===== src/rtl/io_input_bank.sv =====
// rtl/io_input_bank.sv - synchronized input port bank with change flags and optional debounce
// Optional feature macro: IO_INPUT_BANK_DEBOUNCE_EN (per-port debounce of DEB_CYCLES cycles).
// Without the macro each port follows its synchronized pins with a fixed three-edge latency.
module io_input_bank #(
  parameter int NPORTS     = 2,
  parameter int PW         = 10,
  parameter int DEB_CYCLES = 4
) (
  input  logic                 io_clk,
  input  logic                 reset,
  input  logic [31:0]          addr,
  input  logic                 rd,
  input  logic [NPORTS*PW-1:0] in_port,
  output logic [31:0]          io_read_data,
  output logic                 irq
);

  // Count value on which a held pin value is accepted into stable.
  localparam logic [15:0] DEB_LAST   = 16'(DEB_CYCLES - 1);
  // Word index of the change-flag status register, directly after the port registers.
  localparam logic [5:0]  STATUS_IDX = 6'(NPORTS);

  logic [NPORTS-1:0][PW-1:0] sync1_q, sync1_d;
  logic [NPORTS-1:0][PW-1:0] sync2_q, sync2_d;
  logic [NPORTS-1:0][PW-1:0] stable_q, stable_d;
  logic [NPORTS-1:0]         chg_q, chg_d;
  logic [NPORTS-1:0]         set_chg;
  logic [5:0]                idx;
  logic                      status_rd;
  logic                      unused_addr;

  assign idx         = addr[7:2];
  assign status_rd   = rd && (idx == STATUS_IDX);
  assign unused_addr = ^{addr[31:8], addr[1:0]};

  // Two-flop synchronizer in front of everything else; pins are asynchronous.
  always_comb begin
    sync1_d = in_port;
    sync2_d = sync1_q;
  end

`ifdef IO_INPUT_BANK_DEBOUNCE_EN
  logic [NPORTS-1:0][15:0] cnt_q, cnt_d;

  // Per-port debounce: count while sync2 disagrees with stable, accept after DEB_CYCLES,
  // and restart the count whenever sync2 is about to move to yet another value.
  always_comb begin
    stable_d = stable_q;
    cnt_d    = cnt_q;
    set_chg  = '0;
    for (int i = 0; i < NPORTS; i++) begin
      if (sync2_q[i] == stable_q[i]) begin
        cnt_d[i] = '0;
      end else if (cnt_q[i] == DEB_LAST) begin
        stable_d[i] = sync2_q[i];
        set_chg[i]  = 1'b1;
        cnt_d[i]    = '0;
      end else if (sync1_q[i] != sync2_q[i]) begin
        cnt_d[i] = '0;
      end else begin
        cnt_d[i] = cnt_q[i] + 16'd1;
      end
    end
  end

  // Debounce counters; reset aborts any count in progress.
  always_ff @(posedge io_clk) begin
    if (reset) begin
      cnt_q <= '0;
    end else begin
      cnt_q <= cnt_d;
    end
  end
`else
  logic unused_deb;
  assign unused_deb = ^DEB_LAST;

  // No debounce: stable follows sync2 every cycle, flagging any value change.
  always_comb begin
    stable_d = sync2_q;
    set_chg  = '0;
    for (int i = 0; i < NPORTS; i++) begin
      set_chg[i] = (sync2_q[i] != stable_q[i]);
    end
  end
`endif

  // Change flags: a status read clears all, a same-edge new update still sets its bit.
  always_comb begin
    chg_d = chg_q;
    if (status_rd) begin
      chg_d = '0;
    end
    chg_d = chg_d | set_chg;
  end

  // Register state for synchronizers, stable values and change flags.
  always_ff @(posedge io_clk) begin
    if (reset) begin
      sync1_q  <= '0;
      sync2_q  <= '0;
      stable_q <= '0;
      chg_q    <= '0;
    end else begin
      sync1_q  <= sync1_d;
      sync2_q  <= sync2_d;
      stable_q <= stable_d;
      chg_q    <= chg_d;
    end
  end

  // Read decode: port words first, then the status word, zero elsewhere.
  always_comb begin
    io_read_data = '0;
    for (int i = 0; i < NPORTS; i++) begin
      if (idx == 6'(i)) begin
        io_read_data[PW-1:0] = stable_q[i];
      end
    end
    if (idx == STATUS_IDX) begin
      io_read_data[NPORTS-1:0] = chg_q;
    end
  end

  assign irq = |chg_q;

endmodule

===== config.mk =====
export PLATFORM = sky130hd
export DESIGN_NAME = io_input_bank
export DESIGN_NICKNAME = d
export VERILOG_FILES = /design/src/rtl/io_input_bank.sv
export SDC_FILE = /design/constraint.sdc
export NUM_CORES = 1
export LEC_CHECK = 0
export BUFFER_PORTS_ARGS = -buffer_cell sky130_fd_sc_hd__buf_2
export CAP_MARGIN = 20
export CORE_AREA = 2 2 84 86
export CTS_CLUSTER_DIAMETER = 40
export CTS_CLUSTER_SIZE = 10
export DETAILED_ROUTE_END_ITERATION = 8
export DIE_AREA = 0 0 86 88
export GPL_TIMING_DRIVEN = 1
export PLACE_DENSITY_LB_ADDON = 0.05
export SLEW_MARGIN = 10
export SYNTH_ARGS = -nofsm -noshare
export SYNTH_HDL_FRONTEND = slang
export SYNTH_SLANG_ARGS = --single-unit

===== constraint.sdc =====
create_clock -name io_clk -period 1.3 [get_ports io_clk]
set_input_delay 0.13 -clock io_clk [delete_from_list [all_inputs] [get_ports io_clk]]
set_output_delay 0.13 -clock io_clk [all_outputs]
set_load 0.05 [all_outputs]

==> impl_metrics.env, run 1 <==
export IMPL_post_route_util_pct=43.2
export IMPL_end_kind="output pin"
export IMPL_path_cells="buf_6 > or4_4 > or2_4 > nor2_4 > buf_8"
export IMPL_min_path_type="input port to register"
export IMPL_rsz0062_at_grt="true"
export IMPL_fin_crit_ps=1510
export IMPL_cp_arrival_ps=1380
export IMPL_fin_ws_ps=-206
export IMPL_hpwl_um=2430
export IMPL_n_antenna_cell=0
export IMPL_required_ps=1170
export IMPL_syn_cell_area_sq_um=2270
export IMPL_portBuffers=39
export IMPL_maxCapViolations=0
export IMPL_mostFrequentLayoutCells="nor2b_1 (61), dfxtp_1 (58), buf_2 (27), conb_1 (22), xor2_1 (20)"
export IMPL_ys_seq_elements=62
export IMPL_mostFrequentLayoutCell="nor2b_1"
export IMPL_first_global_vias=1328
export IMPL_slowest_stage="or4_4"
export IMPL_remaining_drc_errors=0
export IMPL_wl_um=3620
export IMPL_fp_coreArea_sq_um=6640
export IMPL_start_util_pct=34.2
export IMPL_grt_pass1_wl_um=5900
export IMPL_layout_drive_gt1_share_pct=29.7
export IMPL_postSynthAreaPerCell_sq_um=10.8
export IMPL_cts_sinks=62
export IMPL_ant_nets=0
export IMPL_path_clk_slew_ps=60
export IMPL_antenna_found_initial=0
export IMPL_clock_skew_ps=6.63
export IMPL_grt_max_degree=63
export IMPL_ir_drop_mv=0.465
export IMPL_min_period_over_period_pct=116
export IMPL_path_class="input port to output pin"
export IMPL_finalSetupViolCount=10
export IMPL_ys_warn_count=0
export IMPL_p_leak_nw=1.29
export IMPL_dr_total_vias=1357
export IMPL_globalRouteOverflowTotal=0
export IMPL_track_usage_pct=10.4
export IMPL_nFillCells=686
export IMPL_dp_cells=324
export IMPL_cts_tree="yes"
export IMPL_syn2layout_area_growth_pct=26.3
export IMPL_finalMaxSlewViolations=0
export IMPL_synth_cells=210
export IMPL_root_buffer="clkbuf_8"
export IMPL_ios=88
export IMPL_path_buf_inv=2
export IMPL_std_cell_rows=30
export IMPL_die_h_um=88
export IMPL_post_drt_via_cell_ratio=3.96
export IMPL_regToRegSetupSlack_ps=150
export IMPL_clockBufferDepth=2
export IMPL_gp_congestion=0.688
export IMPL_nNetsFinal=314
export IMPL_cp_max_fo=8
export IMPL_cts_buffers=9
export IMPL_die_w_um=86
export IMPL_clk_insertion_delay_late_ps=320
export IMPL_violations="negative setup slack"
export IMPL_hold_violations=0
export IMPL_die_area_sq_um=7570
export IMPL_fmax_mhz=664
export IMPL_cellPowerDensity_nw_per_um2=1400
export IMPL_dr_pass1_iters=4
export IMPL_cp_top_family="simple AND/OR/NAND/NOR gates"
export IMPL_synth_seq_area_share_pct=54.7
export IMPL_critPathMaxStageDelay_ps=530
export IMPL_drt_iter0_markers=32
export IMPL_stdcell_count=343
export IMPL_startpoint_type="input port"
export IMPL_outcome="finished with violations"
export IMPL_power_total_mw=4.03
export IMPL_dp_slack_ps=-348
export IMPL_ctsHtreeMaxLevel=3
export IMPL_ys_types=18
export IMPL_wire_per_inst_um=10.6
-- sequential cells by signal (all words and copies together) (netlist names) --
register  count
stable_q     20
stable_d     20
chg_q         2
sync1_q      20
-- power breakdown --
| group | total, mW | switching [mW] | internal [mW] |
|---|---|---|---|
| Clock | 1.60 | 0.675 | 0.920 |
| Sequential | 2.02 | 0.0366 | 1.98 |
| Combinational | 0.413 | 0.262 | 0.151 |
| Total | 4.03 | 0.974 | 3.05 |
-- through the flow --
stage               TNS [ps]  hold slack, ps  instance area [sq um]
floorplan              -1610             202                   2390
global placement       -2860             339                   2540
detailed placement     -3050             343                   2540
CTS                    -1760        0.000250                   2830
global route           -1920            7.42                   2870
finish                 -1660            15.6                   2870
-- routing by layer --
metal	wire [um]	global-route usage, %	vias to the layer above
met3	247	2.36	8
met1	1720	13.5	591
li1	-	-	710
met2	1560	14.7	48
met5	0	0	-
met4	93	8.23	0
-- cell usage after synthesis (all sizes together) --
cell	instances	share of area, %
mux2i	10	4.4
nor4	4	1.1
xor2	20	7.7
or4	1	0.50
a2bb2oi	2	0.77
nand3b	1	0.33
a41oi	2	0.77
buf	23	7.8
clkbuf	7	1.2
or2	2	0.55
dfxtp	62	55
conb	1	0.17
o21ai	2	0.44
nor2b	61	17
nor2	12	2.9
-- timing repair --
item                       4_1_cts  5_1_grt
gates resized for setup         28        9
setup endpoints to repair       10       11
buffers inserted                 0        1
hold endpoints to repair         3        1
hold buffers                     3        1
-- worst register-to-register path: cells and delay by family, from the launching register on --
kind	cells	cell delay (ps)
simple gates	1	300
buf+inv	1	170
xor+xnor	1	150
compound gates	1	80
flops	1	320
-- area by class of cell --
| class | instances | area (sq um) | area share (%) |
|---|---|---|---|
| flip-flops and latches | 62 | 1250 | 43.4 |
| repair buffers | 47 | 360 | 12.6 |
| well taps | 80 | 100 | 3.49 |
| clock inverters | 4 | 47.5 | 1.66 |
| multi-input cells | 139 | 973 | 33.9 |
| clock buffers | 11 | 141 | 4.93 |
-- final timing paths --
path,startpoint,end,depth (start not counted)
worst max-delay path,addr[7],io_read_data[5],5
worst min-delay path,in_port[13],sync1_q[13],2
worst max register to register,stable_q[6],chg_q[0],4
worst min register to register,sync1_q[0],stable_d[0],1
-- logic make-up (layout without fill, tap and decap cells) --
logic type | after synthesis | in the layout | share of synthesized area (%)
XOR/XNOR | 20 | 20 | 7.71
buffers and inverters | 30 | 62 | 8.93
flip-flops | 62 | 62 | 54.7
AO/OA/AOI/OAI | 6 | 6 | 1.98
AND/OR/NAND/NOR | 81 | 81 | 22.1
multiplexers | 10 | 10 | 4.41
other | 1 | 22 | 0.165
(Power assumes the default switching activity.)
==> run 2, diff against run 1 <==
- BUFFER_PORTS_ARGS: -buffer_cell sky130_fd_sc_hd__buf_2 -> unset
- DONT_BUFFER_PORTS: unset -> 1
- clock period: 1.3 -> 1.8 ns (I/O delays scaled with it)
==> run 2 against run 1 <==
  * The run now ends clean
  * Sequential power is 28% lower
  * Cell count shrank 4.7%
  * Combinational power down 35%
  * Utilization decreased by 0.17 points
  * Register-to-register slack better by 480 ps
  * Sequential share of layout area hardly changed
  * Global-route usage increased by 0.094 points
  * Clock power shrank 23%
  * Hold slack improved by 180 ps
  * Power shrank 27%
  * Highest routed layer unchanged
==> impl_metrics.env, run 2 (synthesis results as in run 1) <==
export IMPL_clockBufferDepth=2
export IMPL_layout_drive_gt1_share_pct=14.6
export IMPL_post_drt_via_cell_ratio=4.06
export IMPL_globalRouteOverflowTotal=0
export IMPL_syn2layout_area_growth_pct=25.8
export IMPL_fin_ws_ps=86.1
export IMPL_start_util_pct=34.2
export IMPL_finalSetupViolCount=0
export IMPL_top_layer="met4"
export IMPL_p_sw_mw=0.684
export IMPL_clk_insertion_delay_late_ps=330
export IMPL_critPathMaxStageDelay_ps=550
export IMPL_dp_slack_ps=61.5
export IMPL_track_usage_pct=10.4
export IMPL_clock_skew_ps=6.11
export IMPL_combPwrFrac_pct=9.1
export IMPL_p_int_mw=2.27
export IMPL_remaining_drc_errors=0
export IMPL_tns_ps=0
export IMPL_end_kind="output pin"
export IMPL_required_ps=1620
export IMPL_slowest_stage="or4_4"
export IMPL_ir_drop_mv=0.439
export IMPL_outcome="finished clean"
export IMPL_drt_iter0_markers=34
export IMPL_cp_max_fo=8
export IMPL_antenna_found_initial=0
export IMPL_sw_frac_of_total_pct=23.2
export IMPL_std_cell_rows=30
export IMPL_nNetsFinal=298
export IMPL_wl_met2_um=1590
export IMPL_cts_buffers=9
export IMPL_cp_arrival_ps=1530
export IMPL_fin_crit_ps=1710
export IMPL_cts_sinks=62
export IMPL_path_clk_slew_ps=60
export IMPL_ant_nets=0
export IMPL_p_leak_nw=1.24
export IMPL_ctsHtreeMaxLevel=3
export IMPL_path_class="input port to output pin"
export IMPL_first_global_vias=1280
export IMPL_die_h_um=88
export IMPL_pwr_share_clk_pct=41.6
export IMPL_n_antenna_cell=0
export IMPL_maxCapViolations=0
export IMPL_portBuffers=0
export IMPL_min_path_type="input port to register"
export IMPL_root_buffer="clkbuf_8"
export IMPL_rsz0062_at_grt="false"
export IMPL_finalMaxSlewViolations=0
export IMPL_mostFrequentLayoutCell="dfxtp_1"
export IMPL_gp_congestion=0.675
export IMPL_grt_pass1_wl_um=5840
export IMPL_startpoint_type="input port"
export IMPL_die_area_sq_um=7570
export IMPL_die_w_um=86
export IMPL_fp_coreArea_sq_um=6640
export IMPL_wire_per_inst_um=11.1
export IMPL_cts_tree="yes"
export IMPL_wirelength_met1_um=1710
export IMPL_wl_um=3620
export IMPL_ios=88
export IMPL_hpwl_um=2430
export IMPL_sequentialPowerShare_pct=49.3
export IMPL_dr_total_vias=1329
export IMPL_wl_met3_um=248
export IMPL_dr_pass1_iters=4
export IMPL_min_period_over_period_pct=95.2
export IMPL_hold_violations=0
export IMPL_grt_max_degree=63
export IMPL_path_cells="or4_4 > or2_1 > nor2_2 > buf_12"
export IMPL_fmax_mhz=583
export IMPL_cellPowerDensity_nw_per_um2=1030
export IMPL_mostFrequentLayoutCells="dfxtp_1 (62), nor2b_1 (61), conb_1 (22), xor2_1 (20), dlygate4sd3_1 (20)"
export IMPL_power_total_mw=2.96
-- run 2: cell count changes in the layout (fill, tap and decap cells not counted), moves of 4 or more --
| cell | previous run | this run |
|---|---|---|
| dfxtp_2 | 4 | 0 |
| buf_12 | 1 | 8 |
| dlygate4sd3_1 | 4 | 20 |
| buf_2 | 27 | 0 |
| nor2_4 | 8 | 0 |
| nor2_2 | 2 | 8 |
| buf_6 | 10 | 0 |
| dfxtp_1 | 58 | 62 |
-- run 2: timing repair --
item | 4_1_cts | 5_1_grt
setup buffers | 0 | 0
resized for setup | 0 | 0
hold endpoints to repair | 62 | 0
hold buffers | 21 | 0
-- run 2: power groups by stage --
| stage | clock (mW) | combinational (mW) | sequential, mW |
|---|---|---|---|
| floorplan | 0 | 0.254 | 1.48 |
| finish | 1.23 | 0.269 | 1.46 |
| global placement | 0 | 0.211 | 1.49 |
| CTS | 1.28 | 0.273 | 1.46 |
| global route | 1.34 | 0.292 | 1.46 |
| detailed placement | 0 | 0.212 | 1.49 |
-- run 2: worst paths after layout --
path	slack (ps)	start	endpoint	cells after the start
max	90	addr[7]	io_read_data[6]	4
min	190	reset	sync1_q[3]	2
max reg2reg	630	stable_q[6]	chg_q[0]	3
min reg2reg	430	sync1_q[19]	stable_d[19]	1
-- run 2: metrics by stage --
stage / std cells / utilization (%) / cell area [sq um] / hold slack, ps
2_1_floorplan: 231 / - / 2350 / 252
3_3_place_gp: 291 / 36.5 / 2420 / 257
3_5_place_dp: 291 / 36.5 / 2420 / 258
4_1_cts: 327 / 43.0 / 2860 / 184
5_1_grt: 327 / 43.0 / 2860 / 195
6_report: 327 / 43.0 / 2860 / 192
-- run 2: layout make-up --
cell class,instances,area (sq um)
Clock inverter,3,42.5
Timing Repair Buffer,31,403
Fill cell,641,3790
Tap cell,80,100
Clock buffer,12,165
Sequential cell,62,1240
Multi-Input combinational cell,139,906
-- run 2: critical path, delay by kind of cell --
kind | cells | cell delay [ps]
AND/OR/NAND/NOR | 3 | 1200
buffers and inverters | 1 | 160
-- run 2: routing by layer --
| metal | vias up | track usage (%) |
|---|---|---|
| met2 | 53 | 15.5 |
| met3 | 6 | 3.30 |
| li1 | 679 | - |
| met1 | 591 | 12.9 |
| met5 | - | 0 |
| met4 | 0 | 7.36 |
==> run 3, diff against run 2 <==
==> constraint.sdc (replaced) <==
create_clock -name io_clk -period 1.8 [get_ports io_clk]
set_input_delay 0.09 -clock io_clk [delete_from_list [all_inputs] [get_ports io_clk]]
set_output_delay 0.09 -clock io_clk [all_outputs]
set_load 0.05 [all_outputs]
==> run 3 against run 2 <==
  * Sequential cell count stayed put
  * Cell count stayed put
  * Hold slack worse by 95 ps
  * Clock-buffer cell count is 2 lower
  * Critical path type unchanged
  * Largest power group unchanged
==> impl_metrics.env, run 3 (synthesis results as in run 1) <==
export IMPL_layout_drive_gt1_share_pct=14.2
export IMPL_ios=88
export IMPL_dp_slack_ps=243
export IMPL_ant_nets=0
export IMPL_die_h_um=88
export IMPL_hold_violations=0
export IMPL_tns_ps=0
export IMPL_finalMaxSlewViolations=0
export IMPL_critPathMaxStageDelay_ps=550
export IMPL_cp_max_fo=8
export IMPL_outcome="finished clean"
export IMPL_sequentialPowerShare_pct=48.9
export IMPL_post_drt_via_cell_ratio=4.09
export IMPL_ctsHtreeMaxLevel=3
export IMPL_cp_top_family="simple AND/OR/NAND/NOR gates"
export IMPL_path_buf_inv=1
export IMPL_mostFrequentLayoutCell="dfxtp_1"
export IMPL_clockBufferDepth=2
export IMPL_std_cell_rows=30
export IMPL_finalInstanceArea_sq_um=2750
export IMPL_syn2layout_area_growth_pct=21.2
export IMPL_required_ps=1710
export IMPL_sw_frac_of_total_pct=23.0
export IMPL_ff_latch_area_sq_um=1240
export IMPL_slowest_stage="or4_4"
export IMPL_ir_drop_mv=0.400
export IMPL_nNetsFinal=298
export IMPL_fin_crit_ps=1540
export IMPL_fin_ws_ps=262
export IMPL_nFillCells=666
export IMPL_combPwrFrac_pct=9.0
export IMPL_p_sw_mw=0.685
export IMPL_die_area_sq_um=7570
export IMPL_rsz0062_at_grt="false"
export IMPL_drt_iter0_markers=31
export IMPL_cts_buffers=9
export IMPL_cts_setup_buffers=0
export IMPL_gp_congestion=0.688
export IMPL_dr_total_vias=1338
export IMPL_mostFrequentLayoutCells="dfxtp_1 (62), nor2b_1 (61), conb_1 (22), xor2_1 (20), dlygate4sd3_1 (20)"
export IMPL_antenna_found_initial=0
export IMPL_first_global_vias=1236
export IMPL_cts_sinks=62
export IMPL_dpl_cell_area_sq_um=2320
export IMPL_fp_coreArea_sq_um=6640
export IMPL_globalRouteOverflowTotal=0
export IMPL_finalSetupViolCount=0
export IMPL_post_route_util_pct=41.4
export IMPL_min_period_over_period_pct=85.5
export IMPL_pwr_share_clk_pct=42.0
export IMPL_path_clk_slew_ps=60
export IMPL_start_util_pct=34.2
export IMPL_cts_resized=0
export IMPL_grt_pass1_wl_um=5650
export IMPL_cellPowerDensity_nw_per_um2=1080
export IMPL_wl_um=3590
export IMPL_die_w_um=86
export IMPL_multi_input_area_sq_um=906
export IMPL_p_int_mw=2.29
export IMPL_path_cells="or4_4 > or2_1 > nor2_2 > buf_4"
export IMPL_track_usage_pct=10.3
export IMPL_maxCapViolations=0
export IMPL_clock_skew_ps=4.28
export IMPL_end_kind="output pin"
export IMPL_portBuffers=0
export IMPL_cts_tree="yes"
export IMPL_n_antenna_cell=0
export IMPL_min_path_type="input port to register"
export IMPL_grt_max_degree=63
export IMPL_clk_insertion_delay_late_ps=320
export IMPL_wire_per_inst_um=11.0
export IMPL_dr_pass1_iters=2
export IMPL_cp_arrival_ps=1450
export IMPL_fmax_mhz=650
export IMPL_remaining_drc_errors=0
export IMPL_hpwl_um=2390
export IMPL_root_buffer="clkbuf_8"
export IMPL_startpoint_type="input port"
export IMPL_p_leak_nw=1.22
export IMPL_path_class="input port to output pin"
run 3: final timing paths:
| check | startpoint | end | slack (ps) | depth (start not counted) |
|---|---|---|---|---|
| setup / recovery | addr[7] | io_read_data[7] | 260 | 4 |
| hold / removal | reset | stable_d[3] | 100 | 2 |
| setup reg to reg | stable_q[6] | chg_q[0] | 610 | 3 |
| hold reg to reg | sync1_q[13] | stable_d[13] | 440 | 1 |
run 3: power groups by stage:
stage	clock, mW	sequential (mW)	combinational [mW]
after CTS	1.30	1.46	0.271
after floorplan	0	1.48	0.254
final	1.25	1.46	0.269
after global routing	1.36	1.46	0.289
after global placement	0	1.49	0.210
after detailed placement	0	1.49	0.211
run 3: cell type report:
cell class,count,area share [%]
clock inverter,5,2.73
multi-input combinational,139,32.9
clock buffer,10,4.64
tap,80,3.64
sequential,62,45.1
timing repair buffer,31,11.0
run 3: what timing repair did:
item,in CTS,in global routing
setup endpoints to repair,0,0
hold buffers,21,0
endpoints found under the hold margin,62,0
run 3: per-layer routing:
layer	vias up	share of wire (%)	wire length [um]	track usage [%]
met4	0	2.7	98	9.09
met2	50	42	1520	14.5
li1	682	-	-	-
met5	-	0	0	0
met3	8	5.5	198	2.64
met1	598	49	1770	13.0
run 3: per-stage QoR:
step / hold slack [ps] / power [mW] / std cells
final: 97.7 / 2.98 / 327
after global routing: 102 / 3.11 / 327
after CTS: 94.8 / 3.03 / 327
after detailed placement: 167 / 1.70 / 291
after global placement: 168 / 1.70 / 291
after floorplan: 162 / 1.73 / 231
